File: src/rtl/axil_pattern_master.sv
// AXI4-Lite bring-up master: writes NUM_TXN pattern words to a strided window,
// reads them back and reports a sticky error flag, a count and the first failing address.
module axil_pattern_master #(
    parameter int                    ADDR_WIDTH  = 32,
    parameter int                    DATA_WIDTH  = 32,
    parameter int                    NUM_TXN     = 4,
    parameter logic [ADDR_WIDTH-1:0] BASE_ADDR   = '0,
    parameter int                    ADDR_STRIDE = 4
) (
    input  logic                      ACLK,
    input  logic                      ARESETN,
    input  logic                      INIT_AXI_TXN,
    input  logic [1:0]                MODE,
    input  logic [1:0]                PATTERN,
    input  logic [DATA_WIDTH-1:0]     SEED,
    output logic                      BUSY,
    output logic                      TXN_DONE,
    output logic                      ERROR,
    output logic [15:0]               ERR_COUNT,
    output logic [ADDR_WIDTH-1:0]     ERR_ADDR,
    output logic [ADDR_WIDTH-1:0]     M_AXI_AWADDR,
    output logic [2:0]                M_AXI_AWPROT,
    output logic                      M_AXI_AWVALID,
    input  logic                      M_AXI_AWREADY,
    output logic [DATA_WIDTH-1:0]     M_AXI_WDATA,
    output logic [DATA_WIDTH/8-1:0]   M_AXI_WSTRB,
    output logic                      M_AXI_WVALID,
    input  logic                      M_AXI_WREADY,
    input  logic [1:0]                M_AXI_BRESP,
    input  logic                      M_AXI_BVALID,
    output logic                      M_AXI_BREADY,
    output logic [ADDR_WIDTH-1:0]     M_AXI_ARADDR,
    output logic [2:0]                M_AXI_ARPROT,
    output logic                      M_AXI_ARVALID,
    input  logic                      M_AXI_ARREADY,
    input  logic [DATA_WIDTH-1:0]     M_AXI_RDATA,
    input  logic [1:0]                M_AXI_RRESP,
    input  logic                      M_AXI_RVALID,
    output logic                      M_AXI_RREADY
);
    localparam int                    IDX_W    = (NUM_TXN > 1) ? $clog2(NUM_TXN) : 1;
    localparam int                    SH_W     = $clog2(DATA_WIDTH);
    localparam logic [IDX_W-1:0]      LAST_IDX = IDX_W'(NUM_TXN - 1);
    localparam logic [ADDR_WIDTH-1:0] STRIDE   = ADDR_WIDTH'(ADDR_STRIDE);
    localparam logic [DATA_WIDTH-1:0] ONE      = DATA_WIDTH'(1);

    typedef enum logic [2:0] {IDLE, WR_REQ, WR_RESP, RD_REQ, RD_RESP, DONE} state_t;

    state_t                  state_reg, state_next;
    logic                    init_reg, start_pulse_reg;
    logic [IDX_W-1:0]        idx_reg;
    logic [ADDR_WIDTH-1:0]   addr_reg;
    logic [1:0]              mode_reg, pattern_reg;
    logic [DATA_WIDTH-1:0]   seed_reg;
    logic                    aw_done_reg, w_done_reg;
    logic                    error_reg;
    logic [15:0]             err_count_reg;
    logic [ADDR_WIDTH-1:0]   err_addr_reg;

    logic                    start, advance, beat_err, last;
    logic                    aw_hs, w_hs, b_hs, ar_hs, r_hs;
    logic [DATA_WIDTH-1:0]   word_sum, pattern_word;

    assign aw_hs = M_AXI_AWVALID & M_AXI_AWREADY;
    assign w_hs  = M_AXI_WVALID  & M_AXI_WREADY;
    assign b_hs  = M_AXI_BVALID  & M_AXI_BREADY;
    assign ar_hs = M_AXI_ARVALID & M_AXI_ARREADY;
    assign r_hs  = M_AXI_RVALID  & M_AXI_RREADY;
    assign last  = (idx_reg == LAST_IDX);

    // Write data and expected read data come from the same function of the index.
    always_comb begin
        word_sum = seed_reg + DATA_WIDTH'(idx_reg);
        case (pattern_reg)
            2'd0:    pattern_word = word_sum;
            2'd1:    pattern_word = ONE << SH_W'(idx_reg);
            2'd2:    pattern_word = ~word_sum;
            default: pattern_word = DATA_WIDTH'(addr_reg);
        endcase
    end

    always_ff @(posedge ACLK or negedge ARESETN) begin
        if (!ARESETN) begin
            state_reg <= IDLE;
        end else begin
            state_reg <= state_next;
        end
    end

    always_comb begin
        state_next = state_reg;
        start      = 1'b0;
        advance    = 1'b0;
        beat_err   = 1'b0;
        case (state_reg)
            IDLE, DONE: begin
                if (start_pulse_reg) begin
                    start      = 1'b1;
                    state_next = (MODE == 2'd2) ? RD_REQ : WR_REQ;
                end
            end
            WR_REQ: begin
                if ((aw_done_reg || aw_hs) && (w_done_reg || w_hs)) begin
                    state_next = WR_RESP;
                end
            end
            WR_RESP: begin
                if (b_hs) begin
                    advance  = 1'b1;
                    beat_err = (M_AXI_BRESP != 2'b00);
                    if (last) begin
                        state_next = (mode_reg == 2'd1) ? DONE : RD_REQ;
                    end else begin
                        state_next = WR_REQ;
                    end
                end
            end
            RD_REQ: begin
                if (ar_hs) begin
                    state_next = RD_RESP;
                end
            end
            RD_RESP: begin
                if (r_hs) begin
                    advance    = 1'b1;
                    beat_err   = (M_AXI_RRESP != 2'b00) || (M_AXI_RDATA != pattern_word);
                    state_next = last ? DONE : RD_REQ;
                end
            end
            default: state_next = IDLE;
        endcase
    end

    // init_reg resets high so an INIT held through reset is not seen as an edge.
    always_ff @(posedge ACLK or negedge ARESETN) begin
        if (!ARESETN) begin
            init_reg        <= 1'b1;
            start_pulse_reg <= 1'b0;
            idx_reg         <= '0;
            addr_reg        <= '0;
            mode_reg        <= 2'd0;
            pattern_reg     <= 2'd0;
            seed_reg        <= '0;
            aw_done_reg     <= 1'b0;
            w_done_reg      <= 1'b0;
            error_reg       <= 1'b0;
            err_count_reg   <= 16'd0;
            err_addr_reg    <= '0;
        end else begin
            init_reg        <= INIT_AXI_TXN;
            start_pulse_reg <= INIT_AXI_TXN & ~init_reg;
            if (start) begin
                mode_reg      <= MODE;
                pattern_reg   <= PATTERN;
                seed_reg      <= SEED;
                idx_reg       <= '0;
                addr_reg      <= BASE_ADDR;
                aw_done_reg   <= 1'b0;
                w_done_reg    <= 1'b0;
                error_reg     <= 1'b0;
                err_count_reg <= 16'd0;
                err_addr_reg  <= '0;
            end else begin
                if (state_reg == WR_REQ) begin
                    aw_done_reg <= (state_next == WR_REQ) && (aw_done_reg || aw_hs);
                    w_done_reg  <= (state_next == WR_REQ) && (w_done_reg || w_hs);
                end
                if (beat_err) begin
                    error_reg <= 1'b1;
                    if (err_count_reg != 16'hFFFF) begin
                        err_count_reg <= err_count_reg + 16'd1;
                    end
                    if (!error_reg) begin
                        err_addr_reg <= addr_reg;
                    end
                end
                if (advance) begin
                    if (last) begin
                        idx_reg  <= '0;
                        addr_reg <= BASE_ADDR;
                    end else begin
                        idx_reg  <= idx_reg + 1'b1;
                        addr_reg <= addr_reg + STRIDE;
                    end
                end
            end
        end
    end

    assign BUSY          = (state_reg != IDLE) && (state_reg != DONE);
    assign TXN_DONE      = (state_reg == DONE);
    assign ERROR         = error_reg;
    assign ERR_COUNT     = err_count_reg;
    assign ERR_ADDR      = err_addr_reg;

    assign M_AXI_AWVALID = (state_reg == WR_REQ) && !aw_done_reg;
    assign M_AXI_WVALID  = (state_reg == WR_REQ) && !w_done_reg;
    assign M_AXI_AWADDR  = (state_reg == WR_REQ) ? addr_reg : '0;
    assign M_AXI_WDATA   = (state_reg == WR_REQ) ? pattern_word : '0;
    assign M_AXI_WSTRB   = '1;
    assign M_AXI_AWPROT  = 3'b000;
    assign M_AXI_BREADY  = (state_reg == WR_RESP);
    assign M_AXI_ARVALID = (state_reg == RD_REQ);
    assign M_AXI_ARADDR  = (state_reg == RD_REQ) ? addr_reg : '0;
    assign M_AXI_ARPROT  = 3'b000;
    assign M_AXI_RREADY  = (state_reg == RD_RESP);

endmodule
File: config.mk
export PLATFORM = sky130hd
export DESIGN_NAME = axil_pattern_master
export DESIGN_NICKNAME = d
export VERILOG_FILES = /design/src/rtl/axil_pattern_master.sv
export SDC_FILE = /design/constraint.sdc
export NUM_CORES = 1
export LEC_CHECK = 0
export BUFFER_PORTS_ARGS = -buffer_cell sky130_fd_sc_hd__buf_2
export CORE_MARGIN = 2
export CORE_UTILIZATION = 40
export DETAILED_ROUTE_END_ITERATION = 12
export MAX_ROUTING_LAYER = met4
export PLACE_DENSITY_LB_ADDON = 0.05
export SYNTH_ARGS = -nofsm -noshare
export SYNTH_HDL_FRONTEND = slang
export SYNTH_SLANG_ARGS = --single-unit
File: constraint.sdc
create_clock -name ACLK -period 5.4 [get_ports ACLK]
set_clock_uncertainty 0.1 [all_clocks]
set_input_delay 1.62 -clock ACLK [delete_from_list [all_inputs] [get_ports ACLK]]
set_output_delay 1.62 -clock ACLK [all_outputs]
set_load 0.01 [all_outputs]
# --- Word-level counts from Yosys, hierarchy flattened ---
# Cells that the tools add are included.
classes:
  addsub: 4
  n_eq_ne: 15
  shifts: 1
  n_mux: 40
  bitwise: 8
  reduce_logical: 23
ops:
  columns: ["operator", "n"]
  rows:
  - ["$mux W32", 9]
  - ["$pmux W32 S3", 1]
  - ["$mux W16", 3]
  - ["$add A32 B2 Y32", 1]
  - ["$add A32 B3 Y32 const B", 1]
  - ["$ne A32 B32 Y1", 1]
  - ["$not A32 Y32", 1]
  - ["$shl A1 B2 Y32 const A", 1]
  - ["$mux W3", 8]
  - ["$add A16 B1 Y16 const B", 1]
  - ["$ne A16 B16 Y1 const B", 1]
  - ["$pmux W3 S5", 1]
  - ["$mux W1", 12]
  - ["$reduce_bool A2 Y1", 6]
  - ["$mux W2", 4]
  - ["$and A1 B1 Y1", 6]
  - ["$eq A2 B2 Y1 const B", 3]
  - ["$eq A3 B1 Y1 const B", 2]
  - ["$eq A3 B2 Y1 const B", 2]
  - ["$eq A3 B3 Y1 const B", 2]
  - ["$logic_and A1 B1 Y1", 6]
  - ["$eq A2 B1 Y1 const B", 2]
  - ["$pmux W1 S2", 2]
  - ["$reduce_and A2 Y1", 2]
  - ["other kinds (10)", 13]
word_totals:
  regBits: 126
  inputBits: 80
  out_inout_bits: 162
  elab_cells: 104

# --- Longest topological paths before layout ---
# Gate-level depths: netlist (run 1).
logic_depth:
  depth_word: 11
  depth_mapped: 16
  depth_no_buf: 13

# --- Worst setup path after synthesis (run 1) ---
# Ideal clock, no wire load.
synth_timing:
  kind: "reg-to-output"
  start: "register idx_reg[0]"
  end: "output port M_AXI_WDATA[20]"
  arrival_time_ns: 2.485
  required_ns: 3.680
  path_slack_ns: 1.195
  path_stages_with_launch: 11
  n_path_buf: 0
  path_cell_list: "dfrtp_1 -> ha_1 -> inv_1 -> fa_1 -> nand3b_1 -> nor3_1 -> nand3_1 -> xnor2_1 -> nor2_1 -> a21oi_1 -> nor2_1"
synth_between:
  elab_chain_len: 4
  word_cells_on_any_way: 5
  cone_classes: "1 x add/sub; 1 x shift; 2 x mux; 1 x bitwise"
synth_lines:
  columns: ["item", "line", "rtl"]
  rows:
  - ["start, declared", "51", "logic [IDX_W-1:0] idx_reg;"]
  - ["start signal, assigned", "182", "idx_reg <= idx_reg + 1'b1;"]
  - ["$add A32 B2 Y32", "73", "word_sum = seed_reg + DATA_WIDTH'(idx_reg);"]
  - ["$not A32 Y32", "77", "2'd2: pattern_word = ~word_sum;"]
  - ["$pmux W32 S3 *", "74", "case (pattern_reg)"]
  - ["$mux W32 *", "199", "assign M_AXI_WDATA = (state_reg == WR_REQ) ? pattern_word : '0;"]
  - ["end, declared", "25", "output logic [DATA_WIDTH-1:0] M_AXI_WDATA,"]
# Mark *: on every way between the ends. The rest lies on a longest branch, timed or not.

# --- Final worst setup path (run 1) ---
# Same ends and word-level chain as after synthesis.

==> results of run 1 <==
==> Yosys cell counts (26+ instances only) <==
cell | n | area, µm²
a21oi_1 | 60 | 300
and2_1 | 54 | 338
clkbuf_1 | 64 | 240
dfrtp_1 | 122 | 3050
inv_1 | 47 | 176
mux2i_1 | 43 | 430
nand2_1 | 205 | 769
nand3_1 | 26 | 130
nand4_1 | 28 | 175
nor2_1 | 132 | 495
nor3_1 | 29 | 145
o21ai_0 | 35 | 175
xnor2_1 | 51 | 447
xor2_1 | 34 | 298
==> logic make-up (layout without fill, tap and decap cells) <==
kind of cell | Yosys count | in the layout | synth area share (%)
DFF | 123 | 123 | 32.7
xor gates and xnor gates | 86 | 86 | 8.15
other | 2 | 16 | 0.0798
buffers and inverters | 152 | 329 | 7.53
adders and majority gates | 9 | 9 | 1.28
AOI/OAI and AO/OA | 203 | 203 | 14.4
and+or+nand+nor | 590 | 590 | 30.7
muxes | 48 | 48 | 5.17
==> tightest hold or removal path, cell delays in order, from the launching register on <==
cell	delay, ps
dfrtp_1	340
nand2_1	50
nand2_1	60
==> power breakdown <==
part	total [mW]	leakage [nW]	internal, mW	switching, mW
Clock	1.23	0.302	0.751	0.484
Combinational	3.29	3.67	1.29	1.99
Sequential	1.74	1.57	1.21	0.528
Total	6.26	5.55	3.25	3.00
==> cells in the final DEF (no fill, tap or decap), types with 7 or more instances in the layout <==
cell type / instances
a211oi_1: 7
nor3b_1: 8
mux2i_1: 43
nand2b_1: 13
clkbuf_16: 17
nor3_1: 29
conb_1: 14
and4_1: 7
nand3_1: 26
nand4_1: 28
nor2b_1: 9
xor2_1: 34
xnor2_1: 51
inv_1: 47
ha_1: 8
and2_1: 53
a31oi_1: 7
buf_2: 226
a22oi_1: 8
o211ai_1: 7
or4_1: 12
nor2_1: 132
a21oi_1: 60
o21ai_0: 35
dfrtp_1: 121
and3_1: 20
o31ai_1: 14
buf_4: 22
nand2_1: 204
or3_1: 7
nor4_1: 13
==> metrics by stage <==
stage,setup WS (ps),cells,hold WS [ps],power [mW]
after floorplan,1200,1225,337,3.91
after global placement,866,1689,361,4.99
after detailed placement,807,1689,364,5.01
after CTS,363,1721,380,6.26
after global routing,114,1723,403,6.72
final,382,1723,381,6.26
==> area by class of cell <==
type                    instances  share of cell area (%)
multi-input cells             950                    50.3
flip-flops and latches        123                    27.3
repair buffers                249                    11.7
clock buffers                  18                    3.89
well taps                     319                    3.54
clock inverters                14                    1.64
inverters                      48                    1.60
diodes                          2                  0.0443
==> how the worst max path moves through the flow <==
stage	end	slack [ps]	depth (start not counted)
floorplan	M_AXI_WDATA[20]	1200	10
global placement	M_AXI_WDATA[20]	870	12
detailed placement	ERR_ADDR[9]$_DFFE_PN0P_	810	12
CTS	M_AXI_WDATA[20]	360	12
global route	M_AXI_WDATA[20]	110	12
finish	M_AXI_WDATA[20]	380	12
==> layer usage <==
| layer | part of all wire (%) | routed length (µm) |
|---|---|---|
| met5 | 0 | 0 |
| met1 | 48 | 15600 |
| met4 | 2.4 | 795 |
| met3 | 4.9 | 1590 |
| met2 | 45 | 14600 |
==> key figures, run 1 <==
Critical path
  – RR Startpoint: idx_reg[0]$_DFFE_PN0P_
  – CP Capture Type: output port
  – Worst endpoint required time: 3680 ps
  – Crit-path max cell delay: 490 ps
  – CP max-delay cell: xnor2_1
  – Critical Path AT: 3300 ps
  – R2r worst-path depth: 15
  – Reg2Reg Setup Slack: 820 ps
  – Most common cell on crit path: nor2_1
  – Crit Path Category: reg2out
  – CP startpoint: idx_reg[0]$_DFFE_PN0P_
  – CP startpoint kind: flip-flop
  – Family with the most delay on the worst path: simple AND/OR/NAND/NOR gates
  – CP max FO: 8
  – CP cell instances: ha_1, inv_1, fa_1, nand3b_1, nor3_1, buf_4, nand3_1, xnor2_1, nor2_1, a21oi_1, nor2_1, buf_2
  – Crit Reg-Reg Endpoint: ERR_ADDR[9]$_DFFE_PN0P_
  – Bufs and invs on worst path: 3

Timing
  – Worst-Margin Slew: 1030 ps
  – Peak Freq: 0.199 GHz
  – Fin. Hold Viols: 0
  – Max transition margin: 31.6%
  – Period utilization: 92.9%
  – Unrepaired setup endpoints after global routing: no
  – Clock period minus worst slack: 5020 ps
  – Slew Limit Fails: 0
  – Endpoints failing setup: 0
  – Total negative setup slack: 0 ps

Outcome
  – Status: finished clean

Floorplanning
  – Core Rows: 56
  – Total die area: 24800 µm²
  – DIE WIDTH: 157 µm
  – Die Y: 157 µm
  – IO Pins: 242
  – Core ar.: 23300 µm²
  – Initial core utilization: 40.5%

Finish
  – # nets final: 1478
  – Largest register FFs: 32
  – P&R area growth vs syn: 19.9%
  – Filler cells: 2439
  – Register area: 3080 µm²
  – Fraction of layout cells with a size suffix above 1: 21.7%
  – Cell area after layout: 11300 µm²
  – Combined area of the multi-input logic cells: 5680 µm²
  – Post-layout util: 48.5%

Synthesis
  – Post-synth EDFFs: 0
  – #FFs+latches synth: 123
  – Ys Warns: 0
  – Syn avg cell area: 7.76 µm²
  – Async set or reset register ratio after synthesis: 100%
  – Synthesized instance count: 1213
  – Unique masters post-synth: 79
  – Synth Flop Type: dfrtp_1
  – Sequential share of the synthesized area: 32.7%
  – Post-Syn Area: 9420 µm²

Clock network
  – CTS buffer count: 17
  – CTS tree: done
  – Setup Buffers After CTS: 0
  – Post-CTS sizing: 0
  – Cts hold-fix bufs: 0
  – Clk buf depth: 2
  – Clock slew at reported path FFs: 70 ps
  – CTS sink count: 123
  – CTS Root Cell: clkbuf_16
  – Worst-Skew Late Latency: 430 ps
  – H-tree depth: 4

Route
  – DR pass1 iterations: 5
  – Routed vias: 9335
  – DRC: 0
  – Drt wl/cell: 19.0 µm
  – DRT Wirelength: 32700 µm
  – DRT iter0 DRCs: 727
  – Antenna Nets Post-Route: 0
  – Drt via density: 5.42

Min path
  – Worst hold start: mode_reg[1]$_DFFE_PN0P_
  – Hold Crit Class: reg2reg
  – Hold Crit Endpoint: mode_reg[1]$_DFFE_PN0P_
  – Worst hold stages: 2

Global routing
  – Initial antenna violation count: 2
  – Largest net degree at the start of global routing: 76
  – Vias in the first global route: 8689
  – Grt met1 use: 38.4%
  – GR peak layer: met2
  – GRT Total Usage: 27.3%
  – First-pass GRT wire length: 50500 µm
  – Total grt overflow: 0
  – GR met2 Demand/Resource: 40.9%
  – GR Util met3: 3.14%

Placed design
  – Placed Area: 10700 µm²
  – DP HPWL: 24700 µm
  – PortBufs: 227
  – RePlAce Congestion: 0.940

Run
  – Max Cap Viol: 0

Power and ir drop
  – VDD IR max: 0.207 mV
  – Pleak: 5.55 nW
  – Cell Pwr Density: 554 nW/µm²
No activity file was read; power rests on OpenSTA's default activity.
==> inputs of run 2 (changes only) <==
--- a/config.mk
+++ b/config.mk
@@ -6,8 +6,10 @@
 export NUM_CORES = 1
 export LEC_CHECK = 0
 export BUFFER_PORTS_ARGS = -buffer_cell sky130_fd_sc_hd__buf_2
+export CELL_PAD_IN_SITES_DETAIL_PLACEMENT = 1
+export CELL_PAD_IN_SITES_GLOBAL_PLACEMENT = 2
 export CORE_MARGIN = 2
-export CORE_UTILIZATION = 40
+export CORE_UTILIZATION = 24
 export DETAILED_ROUTE_END_ITERATION = 12
 export MAX_ROUTING_LAYER = met4
 export PLACE_DENSITY_LB_ADDON = 0.05
==> run 2 against run 1 <==
Combinational power increased by 6%. Final area increased by 1.8%. Highest routed layer unchanged. Sequential cell count unchanged. Register-to-register slack improved by 30 ps. Wire length increased by 26%.
==> key figures, run 2 (synthesized netlist as in run 1, its figures left out) <==
Outcome
  – Status: finished clean

Min path
  – Hold Crit Class: reg2reg
  – Hold Crit Endpoint: mode_reg[1]$_DFFE_PN0P_
  – Worst hold stages: 2 (unchanged)
  – Worst hold start: mode_reg[1]$_DFFE_PN0P_

Route
  – DR pass1 iterations: 5 (unchanged)
  – Drt via density: 4.84 (-11%)
  – Routed vias: 9306 (-0.31%)
  – DRC: 0 (unchanged)
  – DRT iter0 DRCs: 424 (-42%)
  – Antenna Nets Post-Route: 0 (unchanged)
  – DRT Wirelength: 41200 µm (+26%)
  – Drt wl/cell: 21.5 µm (+13%)

Floorplanning
  – Total die area: 40800 µm² (+65%)
  – Die Y: 202 µm (+28%)
  – Initial core utilization: 24.4% (-16 points)
  – IO Pins: 242 (unchanged)
  – DIE WIDTH: 202 µm (+28%)
  – Core Rows: 72 (+29%)
  – Core ar.: 38600 µm² (+66%)

Timing
  – Worst-Margin Slew: 1080 ps (+54.5 ps)
  – Clock period minus worst slack: 5050 ps (+28.3 ps)
  – Slew Limit Fails: 0 (unchanged)
  – Peak Freq: 0.198 GHz (-0.56%)
  – Unrepaired setup endpoints after global routing: no
  – Fin. Hold Viols: 0 (unchanged)
  – Max transition margin: 28.0% (-3.6 points)
  – Endpoints failing setup: 0 (unchanged)
  – Period utilization: 93.4% (+0.52 points)
  – Total negative setup slack: 0 ps (unchanged)
  – Hold slack: 363 ps (-17.9 ps)

Power and ir drop
  – Clk network pwr share: 17.6% (-2.1 points)
  – Total power: 6.32 mW (+0.98%)
  – Cell Pwr Density: 550 nW/µm² (-0.81%)
  – Sw frac: 50.2% (+2.2 points)
  – Pint: 3.15 mW (-3.3%)
  – Psw: 3.17 mW (+5.6%)
  – VDD IR max: 0.231 mV (+12%)
  – Pleak: 5.51 nW (-0.59%)
  – Logic pwr share: 55.1% (+2.6 points)
  – Flop pwr share: 27.3% (-0.4 points)

Global routing
  – Total grt overflow: 0 (unchanged)
  – GRT Total Usage: 20.7% (-6.6 points)
  – Initial antenna violation count: 3 (+1)
  – Largest net degree at the start of global routing: 76 (unchanged)
  – First-pass GRT wire length: 61500 µm (+22%)
  – Vias in the first global route: 9422 (+8.4%)

Clock network
  – Clk buf depth: 2 (unchanged)
  – Clock slew at reported path FFs: 60 ps (about the same)
  – Worst-Skew Late Latency: 440 ps (about the same)
  – CTS Root Cell: clkbuf_16
  – Setup Buffers After CTS: 0 (unchanged)
  – Post-CTS sizing: 0 (unchanged)
  – CTS tree: done
  – Cts hold-fix bufs: 0 (unchanged)
  – CTS buffer count: 17 (unchanged)
  – CTS sink count: 123 (unchanged)
  – H-tree depth: 4 (unchanged)

Critical path
  – CP max-delay cell: dfrtp_1
  – Critical Path AT: 3330 ps (+30 ps)
  – Levels on crit path: 10 (-2)
  – CP startpoint kind: flip-flop
  – Crit Path Category: reg2out
  – CP cell instances: ha_1, inv_1, fa_1, nand4b_1, nor2_1, xnor2_1, xnor2_1, o21ai_0, and2_1, buf_2
  – Family with the most delay on the worst path: simple AND/OR/NAND/NOR gates
  – R2r worst-path depth: 13 (-2)
  – Worst endpoint required time: 3680 ps (about the same)
  – Crit Reg-Reg Endpoint: ERR_ADDR[12]$_DFFE_PN0P_
  – Bufs and invs on worst path: 2 (-1)
  – Crit-path max cell delay: 440 ps (-50 ps)
  – CP max FO: 9 (+1)
  – Reg2Reg Setup Slack: 850 ps (+30 ps)
  – CP Capture Type: output port
  – Most common cell on crit path: xnor2_1
  – RR Startpoint: idx_reg[1]$_DFFE_PN0P_

Finish
  – Fin cells: 1923 (+12%)
  – Fraction of layout cells with a size suffix above 1: 21.6% (-0.071 points)
  – Largest register FFs: 32 (unchanged)
  – Post-layout util: 29.7% (-19 points)
  – P&R area growth vs syn: 22.0%
  – Most frequent cells in the layout: buf_2, nand2_1, nor2_1
  – Filler cells: 4714 (+93%)
  – Commonest non-fill, non-tap cell in the layout: buf_2
  – # nets final: 1478 (unchanged)

Placed design
  – DP HPWL: 31900 µm (+29%)
  – Placed cell count: 1888 (+12%)
  – PortBufs: 227 (unchanged)
  – RePlAce Congestion: 0.858 (-8.7%)

Run
  – Max Cap Viol: 0 (unchanged)
-- run 2: stage by stage --
step                cell area (µm²)  setup slack [ps]
floorplan                      9460              1200
global placement              10900               827
detailed placement            10900               746
CTS                           11500               281
global route                  11500              12.7
finish                        11500               354
-- run 2: power groups by stage --
stage	combinational, mW	clock (mW)	sequential [mW]
detailed placement	3.54	0	1.75
CTS	3.55	1.15	1.73
finish	3.48	1.11	1.72
global placement	3.52	0	1.75
floorplan	2.45	0	1.46
global route	3.86	1.18	1.78
-- run 2: per-layer routing --
metal	GRT usage (%)	vias to the layer above	part of all wire, %
met5	-	-	0
met4	5.93	0	1.9
met3	3.00	29	3.3
met2	32.9	175	47
met1	27.3	4593	48
li1	-	4509	-
-- run 2: worst register-to-register path, cell delays in order, from the launching register on --
cell      delay (ps)
dfrtp_1          430
ha_1             330
a21oi_1           80
buf_4            160
or4_1            680
or3_1            470
a32o_1           280
xor2_1           170
or4_1            470
or3_1            400
o21a_4           300
nand2b_2         130
buf_12           230
mux2i_1          260
-- run 2: how the worst max path moves through the flow --
stage,from,to,slack (ps)
6_report,idx_reg[0]$_DFFE_PN0P_,M_AXI_WDATA[8],350
3_5_place_dp,M_AXI_RDATA[15],ERR_ADDR[12]$_DFFE_PN0P_,750
3_3_place_gp,idx_reg[0]$_DFFE_PN0P_,M_AXI_WDATA[20],830
2_1_floorplan,idx_reg[0]$_DFFE_PN0P_,M_AXI_WDATA[20],1200
5_1_grt,idx_reg[0]$_DFFE_PN0P_,M_AXI_WDATA[20],10
4_1_cts,idx_reg[0]$_DFFE_PN0P_,M_AXI_WDATA[20],280
-- run 2: layout make-up --
class | instances | area [µm²] | area share, %
tap | 518 | 648 | 5.64
multi-input combinational | 950 | 5680 | 49.4
clock buffer | 18 | 429 | 3.74
timing repair buffer | 249 | 1340 | 11.7
antenna | 3 | 7.51 | 0.0653
sequential | 123 | 3080 | 26.8
clock inverter | 14 | 123 | 1.07
inverter | 48 | 180 | 1.57
==> inputs of run 3 (changes only) <==
--- a/config.mk
+++ b/config.mk
@@ -10,9 +10,11 @@
 export CELL_PAD_IN_SITES_GLOBAL_PLACEMENT = 2
 export CORE_MARGIN = 2
 export CORE_UTILIZATION = 24
+export CTS_CLUSTER_SIZE = 8
 export DETAILED_ROUTE_END_ITERATION = 12
 export MAX_ROUTING_LAYER = met4
 export PLACE_DENSITY_LB_ADDON = 0.05
+export REMOVE_ABC_BUFFERS = 1
 export SYNTH_ARGS = -nofsm -noshare
 export SYNTH_HDL_FRONTEND = slang
 export SYNTH_SLANG_ARGS = --single-unit
==> run 3 against run 2 <==
Die area stayed put. Worst hold slack better by 17 ps. Core utilization rose by 0.27 points. Cell count increased by 0.36%. Via count grew 0.81%. Fmax is 0.11% lower. Wire length grew 0.41%. Final area increased by 0.90%. Highest routed layer unchanged.
==> key figures, run 3 (synthesized netlist as in run 1, its figures left out) <==
Outcome
  – Status: finished clean

Global routing
  – GRT Total Usage: 20.9% (+0.28 points)
  – Largest net degree at the start of global routing: 75 (-1.3%)
  – Vias in the first global route: 9729 (+3.3%)
  – Total grt overflow: 0 (unchanged)
  – First-pass GRT wire length: 62600 µm (+1.8%)
  – Initial antenna violation count: 3 (unchanged)

Min path
  – Hold Crit Class: reg2reg
  – Worst hold stages: 2 (unchanged)

Route
  – DRT Wirelength: 41400 µm (+0.41%)
  – Drt via density: 4.86 (+0.44%)
  – Routed vias: 9381 (+0.81%)
  – Antenna Nets Post-Route: 0 (unchanged)
  – DRC: 0 (unchanged)
  – DRT iter0 DRCs: 392 (-7.5%)
  – DR pass1 iterations: 5 (unchanged)
  – Drt wl/cell: 21.5 µm (about the same)

Clock network
  – Worst-Skew Late Latency: 440 ps (about the same)
  – H-tree depth: 4 (unchanged)
  – Clock slew at reported path FFs: 60 ps (about the same)
  – CTS buffer count: 17 (unchanged)
  – CTS tree: done
  – CTS Root Cell: clkbuf_16
  – Setup Buffers After CTS: 0 (unchanged)
  – CTS sink count: 123 (unchanged)
  – Clk buf depth: 2 (unchanged)
  – Post-CTS sizing: 0 (unchanged)
  – Cts hold-fix bufs: 0 (unchanged)

Floorplanning
  – DIE WIDTH: 202 µm (unchanged)
  – IO Pins: 242 (unchanged)
  – Total die area: 40800 µm² (unchanged)
  – Core ar.: 38600 µm² (unchanged)
  – Die Y: 202 µm (unchanged)
  – Initial core utilization: 24.4% (unchanged)
  – Core Rows: 72 (unchanged)

Power and ir drop
  – Total power: 6.44 mW (+1.9%)
  – Pleak: 5.58 nW (+1.2%)
  – VDD IR max: 0.231 mV (about the same)
  – Cell Pwr Density: 555 nW/µm² (+1.0%)

Timing
  – Endpoints failing setup: 0 (unchanged)
  – Period utilization: 93.5% (+0.10 points)
  – Worst-Margin Slew: 1190 ps (+109 ps)
  – Unrepaired setup endpoints after global routing: no
  – Fin. Hold Viols: 0 (unchanged)
  – Total negative setup slack: 0 ps (unchanged)
  – Peak Freq: 0.198 GHz (-0.11%)
  – Clock period minus worst slack: 5050 ps (+5.63 ps)
  – Slew Limit Fails: 0 (unchanged)
  – Max transition margin: 20.6% (-7.4 points)
  – Hold slack: 380 ps (+17.1 ps)

Placed design
  – RePlAce Congestion: 0.803 (-6.5%)
  – Placed Area: 11000 µm² (+0.53%)
  – DP HPWL: 31900 µm (about the same)
  – PortBufs: 227 (unchanged)

Critical path
  – Crit Path Category: reg2out
  – CP max-delay cell: dfrtp_1
  – R2r worst-path depth: 15 (+2)
  – CP startpoint: idx_reg[0]$_DFFE_PN0P_
  – CP cell instances: ha_1, inv_1, fa_1, nand3b_1, nor3_1, buf_4, nand3_1, xnor2_2, nor2_1, a21oi_1, nor2_1, buf_2
  – Critical Path End: M_AXI_WDATA[20]
  – CP Capture Type: output port
  – Reg2Reg Setup Slack: 690 ps (-160 ps)
  – Most common cell on crit path: nor2_1
  – Crit-path max cell delay: 450 ps (about the same)
  – CP startpoint kind: flip-flop
  – Crit Reg-Reg Endpoint: ERR_ADDR[25]$_DFFE_PN0P_
  – CP max FO: 8 (-1)
  – Worst endpoint required time: 3680 ps (about the same)
  – RR Startpoint: idx_reg[0]$_DFFE_PN0P_
  – Critical Path AT: 3330 ps (about the same)

Run
  – Max Cap Viol: 0 (unchanged)

Finish
  – Most frequent cells in the layout: buf_2, nand2_1, nor2_1
  – Largest register FFs: 32 (unchanged)
  – Fraction of layout cells with a size suffix above 1: 22.2% (+0.59 points)
  – Post-layout util: 30.0% (+0.27 points)
  – Commonest non-fill, non-tap cell in the layout: buf_2
  – Cell area after layout: 11600 µm² (+0.90%)
  – P&R area growth vs syn: 23.1%
  – Filler cells: 4704 (-0.21%)
  – # nets final: 1486 (+0.54%)
[run 3: changes by cell type in the layout (fill, tap and decap cells not counted), sizes merged]
cell | before | now
buf | 249 | 257
bufinv | 1 | 2
clkbuf | 18 | 19
clkinvlp | 5 | 4
diode | 3 | 2
inv | 50 | 49
[run 3: worst min path at each step]
stage	start	end	slack (ps)
after floorplan	mode_reg[1]$_DFFE_PN0P_	mode_reg[1]$_DFFE_PN0P_	340
after global placement	mode_reg[1]$_DFFE_PN0P_	mode_reg[1]$_DFFE_PN0P_	350
after detailed placement	mode_reg[0]$_DFFE_PN0P_	mode_reg[0]$_DFFE_PN0P_	370
after CTS	mode_reg[1]$_DFFE_PN0P_	mode_reg[1]$_DFFE_PN0P_	380
after global routing	mode_reg[0]$_DFFE_PN0P_	mode_reg[0]$_DFFE_PN0P_	430
final	mode_reg[0]$_DFFE_PN0P_	mode_reg[0]$_DFFE_PN0P_	380
[run 3: area by class of cell]
cell class / count / area (µm²) / share of cell area [%]
flip-flops and latches: 123 / 3080 / 26.6
multi-input cells: 950 / 5690 / 49.1
clock inverters: 13 / 140 / 1.21
diodes: 2 / 5.00 / 0.0432
well taps: 518 / 648 / 5.59
inverters: 48 / 180 / 1.55
clock buffers: 19 / 453 / 3.91
repair buffers: 257 / 1390 / 12.0
[run 3: metal layers]
metal  vias to the layer above  global-route usage [%]  routed length [µm]
met2                       178                    34.4               19800
met5                         -                       -                   0
met1                      4654                    27.4               19800
met3                        27                    3.18                1300
li1                       4522                       -                   -
met4                         0                    4.10                 480
[run 3: stage by stage]
stage               cells  setup WS, ps
finish               1930           348
floorplan            1121           406
CTS                  1928           224
global placement     1896           758
detailed placement   1896           713
global route         1929           105
[run 3: worst max-delay path: cells and delay by family, from the launching register on]
family | cells | cell delay (ps)
AOI/OAI and AO/OA | 1 | 150
xor gates and xnor gates | 1 | 270
adders and majority gates | 2 | 670
buffers and inverters | 3 | 480
DFF | 1 | 450
and+or+nand+nor | 5 | 880
[run 3: power by group]
group          switching [mW]  internal [mW]
combinational            2.20           1.35
sequential              0.495           1.21
clock                   0.481          0.705
total                    3.18           3.26
